[config.mk]
export PLATFORM = sky130hd
export DESIGN_NAME = reg_file_sb_flat
export DESIGN_NICKNAME = d
export VERILOG_FILES = /design/src/rtl/reg_file_sb_if.sv /design/src/rtl/reg_file_sb.sv /design/src/flat_wrapper.sv
export SDC_FILE = /design/constraint.sdc
export NUM_CORES = 1
export LEC_CHECK = 0
export CAP_MARGIN = 40
export CORE_AREA = 2 2 263 265
export DETAILED_ROUTE_END_ITERATION = 7
export DIE_AREA = 0 0 265 267
export HOLD_SLACK_MARGIN = 0.12
export PLACE_DENSITY = 0.65
export SLEW_MARGIN = 10
export SYNTH_ARGS = -nofsm -noshare
export SYNTH_HDL_FRONTEND = slang
export SYNTH_SLANG_ARGS = --single-unit
[constraint.sdc]
create_clock -name clk -period 5.95 [get_ports clk]
set_clock_uncertainty 0.1 [all_clocks]
set_input_delay 1.19 -clock clk [delete_from_list [all_inputs] [get_ports clk]]
set_output_delay 1.19 -clock clk [all_outputs]
set_load 0.02 [all_outputs]
[src/rtl/reg_file_sb_if.sv]
// Decode-stage register file bus: read ports, issue/writeback tracking and hazard outputs.
// The master side is the pipeline (ID/WB), the slave side is the register file itself.
interface reg_file_sb_if #(
    parameter int DATA_W   = 32,
    parameter int ADDR_W   = 4,
    parameter int RD_PORTS = 2
);
    logic [RD_PORTS*ADDR_W-1:0] rd_addr;
    logic [RD_PORTS-1:0]        rd_en;
    logic [RD_PORTS*DATA_W-1:0] rd_data;
    logic [RD_PORTS-1:0]        rd_busy;
    logic                       issue_en;
    logic [ADDR_W-1:0]          issue_dest;
    logic                       wb_en;
    logic [ADDR_W-1:0]          wb_dest;
    logic [DATA_W-1:0]          wb_value;
    logic                       flush;
    logic                       pend_full;
    logic                       hazard;

    modport master (
        output rd_addr, rd_en, issue_en, issue_dest, wb_en, wb_dest, wb_value, flush,
        input  rd_data, rd_busy, pend_full, hazard
    );

    modport slave (
        input  rd_addr, rd_en, issue_en, issue_dest, wb_en, wb_dest, wb_value, flush,
        output rd_data, rd_busy, pend_full, hazard
    );
endinterface

[src/rtl/reg_file_sb.sv]
// Multi-port register file with a per-register pending-write scoreboard.
// Reads are combinational with write-through bypass; hazards are reported from the scoreboard.
module reg_file_sb #(
    parameter int DATA_W   = 32,
    parameter int NUM_REGS = 16,
    parameter int ADDR_W   = 4,
    parameter int RD_PORTS = 2,
    parameter int PEND_W   = 2
) (
    input logic         clk,
    input logic         rst,
    reg_file_sb_if.slave bus
);
    localparam logic [PEND_W-1:0] PEND_MAX = '1;
    localparam logic [PEND_W-1:0] PEND_ONE = PEND_W'(1);

    logic [DATA_W-1:0] regs_reg  [NUM_REGS];
    logic [PEND_W-1:0] pend_reg  [NUM_REGS];
    logic [PEND_W-1:0] pend_next [NUM_REGS];

    logic wb_ok;
    logic issue_ok;
    logic [RD_PORTS*DATA_W-1:0] rd_data_w;
    logic [RD_PORTS-1:0]        rd_busy_w;
    logic [PEND_W-1:0]          issue_pend;
    logic                       pend_full_w;

    // Addresses beyond the implemented registers never touch data or counters.
    assign wb_ok    = bus.wb_en && (32'(bus.wb_dest) < NUM_REGS);
    assign issue_ok = bus.issue_en && (32'(bus.issue_dest) < NUM_REGS);

    genvar gi;
    generate
        for (gi = 0; gi < NUM_REGS; gi++) begin : g_pend
            logic issue_hit;
            logic wb_hit;
            assign issue_hit = issue_ok && (bus.issue_dest == ADDR_W'(gi));
            assign wb_hit    = wb_ok && (bus.wb_dest == ADDR_W'(gi));
            // A same-cycle issue and writeback to one register cancel, even when saturated.
            assign pend_next[gi] =
                bus.flush                                             ? '0 :
                (issue_hit && !wb_hit && pend_reg[gi] != PEND_MAX)   ? pend_reg[gi] + PEND_ONE :
                (wb_hit && !issue_hit && pend_reg[gi] != '0)         ? pend_reg[gi] - PEND_ONE :
                                                                        pend_reg[gi];
        end
    endgenerate

    always_ff @(posedge clk) begin
        if (rst) begin
            for (int i = 0; i < NUM_REGS; i++) begin
                regs_reg[i] <= DATA_W'(i);
                pend_reg[i] <= '0;
            end
        end else begin
            if (wb_ok) begin
                regs_reg[bus.wb_dest] <= bus.wb_value;
            end
            for (int i = 0; i < NUM_REGS; i++) begin
                pend_reg[i] <= pend_next[i];
            end
        end
    end

    generate
        for (gi = 0; gi < RD_PORTS; gi++) begin : g_rd
            logic [ADDR_W-1:0] addr;
            logic              in_range;
            logic              bypass;
            logic [DATA_W-1:0] stored;
            logic [PEND_W-1:0] pend_cur;
            assign addr     = bus.rd_addr[gi*ADDR_W +: ADDR_W];
            assign in_range = 32'(addr) < NUM_REGS;
            assign bypass   = wb_ok && (bus.wb_dest == addr);
            assign stored   = in_range ? regs_reg[addr] : '0;
            assign pend_cur = in_range ? pend_reg[addr] : '0;
            assign rd_data_w[gi*DATA_W +: DATA_W] = bypass ? bus.wb_value : stored;
            // The last outstanding write landing this cycle is bypassed, so the source is ready.
            assign rd_busy_w[gi] = bus.rd_en[gi] && (pend_cur != '0)
                                   && !(bypass && pend_cur == PEND_ONE);
        end
    endgenerate

    assign issue_pend  = issue_ok ? pend_reg[bus.issue_dest] : '0;
    assign pend_full_w = issue_ok && (issue_pend == PEND_MAX)
                         && !(wb_ok && bus.wb_dest == bus.issue_dest);

    assign bus.rd_data   = rd_data_w;
    assign bus.rd_busy   = rd_busy_w;
    assign bus.pend_full = pend_full_w;
    assign bus.hazard    = (|rd_busy_w) || (bus.issue_en && pend_full_w);
endmodule

[src/flat_wrapper.sv]
// flat-port wrapper written by rule: the top's interface ports become plain ports
module reg_file_sb_flat 
#(
    parameter int DATA_W   = 32,
    parameter int NUM_REGS = 16,
    parameter int ADDR_W   = 4,
    parameter int RD_PORTS = 2,
    parameter int PEND_W   = 2
)
  (clk, rst, bus_rd_addr, bus_rd_en, bus_issue_en, bus_issue_dest, bus_wb_en, bus_wb_dest, bus_wb_value, bus_flush, bus_rd_data, bus_rd_busy, bus_pend_full, bus_hazard);
  reg_file_sb_if #(.DATA_W(DATA_W), .ADDR_W(ADDR_W), .RD_PORTS(RD_PORTS)) bus_i ();
  input logic clk;
  input logic rst;
  input wire logic [$bits(bus_i.rd_addr)-1:0] bus_rd_addr;
  input wire logic [$bits(bus_i.rd_en)-1:0] bus_rd_en;
  input wire logic [$bits(bus_i.issue_en)-1:0] bus_issue_en;
  input wire logic [$bits(bus_i.issue_dest)-1:0] bus_issue_dest;
  input wire logic [$bits(bus_i.wb_en)-1:0] bus_wb_en;
  input wire logic [$bits(bus_i.wb_dest)-1:0] bus_wb_dest;
  input wire logic [$bits(bus_i.wb_value)-1:0] bus_wb_value;
  input wire logic [$bits(bus_i.flush)-1:0] bus_flush;
  output wire logic [$bits(bus_i.rd_data)-1:0] bus_rd_data;
  output wire logic [$bits(bus_i.rd_busy)-1:0] bus_rd_busy;
  output wire logic [$bits(bus_i.pend_full)-1:0] bus_pend_full;
  output wire logic [$bits(bus_i.hazard)-1:0] bus_hazard;
  assign bus_i.rd_addr = bus_rd_addr;
  assign bus_i.rd_en = bus_rd_en;
  assign bus_i.issue_en = bus_issue_en;
  assign bus_i.issue_dest = bus_issue_dest;
  assign bus_i.wb_en = bus_wb_en;
  assign bus_i.wb_dest = bus_wb_dest;
  assign bus_i.wb_value = bus_wb_value;
  assign bus_i.flush = bus_flush;
  assign bus_rd_data = bus_i.rd_data;
  assign bus_rd_busy = bus_i.rd_busy;
  assign bus_pend_full = bus_i.pend_full;
  assign bus_hazard = bus_i.hazard;
  reg_file_sb #(.DATA_W(DATA_W), .NUM_REGS(NUM_REGS), .ADDR_W(ADDR_W), .RD_PORTS(RD_PORTS), .PEND_W(PEND_W)) u_core (.clk(clk), .rst(rst), .bus(bus_i));
endmodule
==> reports/results.txt <==
Setup_tns: 0 ns
Hold-fix buffers, CTS: 0
Final antenna-violating net count: 0
Clock root buffer master: clkbuf_16
Die X: 265 um
Clock transition at path regs: 0.06 ns
GRT Total Usage: 26.1%
Drt total wl: 91,200 um
Sequential-to-total area share from yosys stat: 52.9%
Worst-Margin Slew: 0.880 ns
Sink Count: 544
Synth Cell Area: 0.0303 mm^2
Status: finished, final reports clean
Leading area contributor after synthesis: edfxtp_1
Core footprint: 0.0680 mm^2
Worst hold start: u_core.pend_reg[1][1]$_SDFFE_PP0P_
Final instance area: 0.0345 mm^2
DP Area: 0.0327 mm^2
Clk Latency, worst-skew pair: 0.62 ns
Worst Setup Path Type: input port to primary output
Post-cts sizing count: 0
Num rows: 96
Synth cell types: 39
Crit start category: input port
Clock buffer depth: 3
Starting density of the core: 44.5%
Crit-path max FO: 7
DR iter-0 viols: 2,347
Hpwl dp: 53,600 um
Crit Reg-Reg Startpoint: u_core.pend_reg[8][0]$_SDFFE_PP0P_
CTS H-tree lvls: 2
Crit-path most repeated cell: clkdlybuf4s50_1
Ranking of synthesized cells by area: edfxtp_1, mux4_2, and2_1, mux2_2, dfxtp_1
Gp weighted congestion: 0.848
Layout cells sized above 1: 29.3%
Slew headroom: 41.0%
Global route overflow: 0
Wire per inst: 30.9 um
Syn avg cell area: 15.5 um^2
DIE AREA: 0.0708 mm^2
Area grow syn2layout: 14.1%
CTS Buf Count: 56
Crit path cell chain: clkdlybuf4s50_1 -> mux4_1 -> mux4_2 -> and4b_1 -> or3_1 -> clkdlybuf4s50_1
Final nets: 2,076
Die Ht: 267 um
Ys Warns: 0
Crit. Startpoint: bus_issue_dest[0]
Pins Over Slew Limit: 0
Crit path DAT: 4.11 ns
Power Dens Cells: 272 mW/mm^2
Yosys top cell area share: 50.8%
Tot Pwr: 0.00939 W
P_leak: 11.3 nW
Largest net degree at the start of global routing: 54
Syn nets: 2,009
Post-route DRC: 0
Setup violations, final: 0
CTS tree: yes
FF+latch count, synth: 544
Syn Inst Count: 1,954
Setup Buffers After CTS: 0
Min cycle time layout: 5.40 ns
MaxCap Viol Count: 0
Final worst-path cycle share: 90.7%
Global-route wire length before repair: 132,000 um
Io pins: 123
Largest register FFs: 512
Worst hold path type: register to register
Placed Cells incl. Taps: 2,844
Fmax: 185 MHz
CP required: 4.66 ns
VDD IR-drop max: 0.245 mV
Number of global-route vias before repair: 19,500
Drt pass-1 iters: 6
CP max stage cell: clkdlybuf4s50_1
Final Hold Fails: 0
Critical Path Max Stage Delay: 0.75 ns
Final Non-Filler Cells: 2,947
Via count: 18,900
RSZ-0062 raised after global routing: no
Initial antenna violation count: 7
IO Port Bufs: 122
DR vias/cell: 6.41
Crit. End Element: primary output
[area by class of cell]
class	count	area, um^2
Clock inverter	32	275
Sequential cell	544	16000
Timing Repair Buffer	199	2080
Fill cell	5519	33500
Tap cell	882	1100
Clock buffer	68	1470
Multi-Input combinational cell	1217	13600
Antenna cell	2	5.00
Inverter	3	11.3
[through the flow]
stage               utilization, %  setup WS (ns)  hold WS, ns
finish                        50.8          0.551        0.439
global route                  50.8          0.470        0.452
CTS                           50.7          0.548        0.436
detailed placement            48.2          0.560        0.426
global placement              48.1          0.563        0.409
floorplan                        -           1.50        0.375
[cell usage after synthesis (all sizes together)]
cell type and n:
o21ai 42, nand2b 26, o2111ai 4, xor2 6, inv 2, a211oi 1
a221oi 1, nor2b 4, o211ai 12, dfxtp 32, nand3b 22, or2 18
o31ai 1, nor3 25, and3b 2, nand3 6, xnor2 6, and2 480
and3 1, or3 29, mux2i 12, mux2 68, a31oi 16, or3b 2
nand2 42, clkbuf 124, buf 66, a21oi 16, and4b 1, mux4 344
nor2 27, edfxtp 512, clkinv 1, a41oi 1, nor4 1, nor3b 1
[logic make-up after synthesis]
logic type	share of synthesized area [%]
simple gates	13.7
mux	28.6
flops	52.9
buf+inv	2.68
compound gates	1.81
xor+xnor	0.347
[cell usage in the layout (no fill, tap or decap), drive strengths merged, types with 12 or more instances in the layout]
master	instances
nand2b	26
nor3	25
nor2	27
a21oi	16
mux2	68
a31oi	16
edfxtp	512
nand3b	22
clkdlybuf4s50	115
and2	480
nand2	42
mux2i	12
buf	84
or3	29
clkinv	25
or2	18
dfxtp	32
mux4	344
clkbuf	68
o211ai	12
o21ai	42
[final timing paths]
path	end	slack [ns]	cells past startpoint
worst min-delay path	u_core.pend_reg[1][1]$_SDFFE_PP0P_	0.44	2
worst max register to register	u_core.pend_reg[8][0]$_SDFFE_PP0P_	4.82	3
worst min register to register	u_core.pend_reg[1][1]$_SDFFE_PP0P_	0.44	2
worst max-delay path	bus_hazard	0.55	6
[where the power goes]
group          internal, W  switching [W]
clock              0.00196        0.00152
combinational     0.000697       0.000715
sequential         0.00440       0.000102
total              0.00706        0.00233
[critical path, delay by kind of cell]
family	cells	cell delay, ns
buf+inv	2	1.29
simple gates	2	0.53
mux	2	1.09
[routing by layer]
metal	GRT usage (%)	up-vias	share of wire, %	wire [um]
li1	-	7756	-	-
met1	33.7	9883	37	33900
met2	44.5	1049	50	45800
met3	4.35	211	8.9	8150
met4	9.51	2	3.6	3300
met5	0	-	0.0099	9
Power figures use the tool's default switching activity.
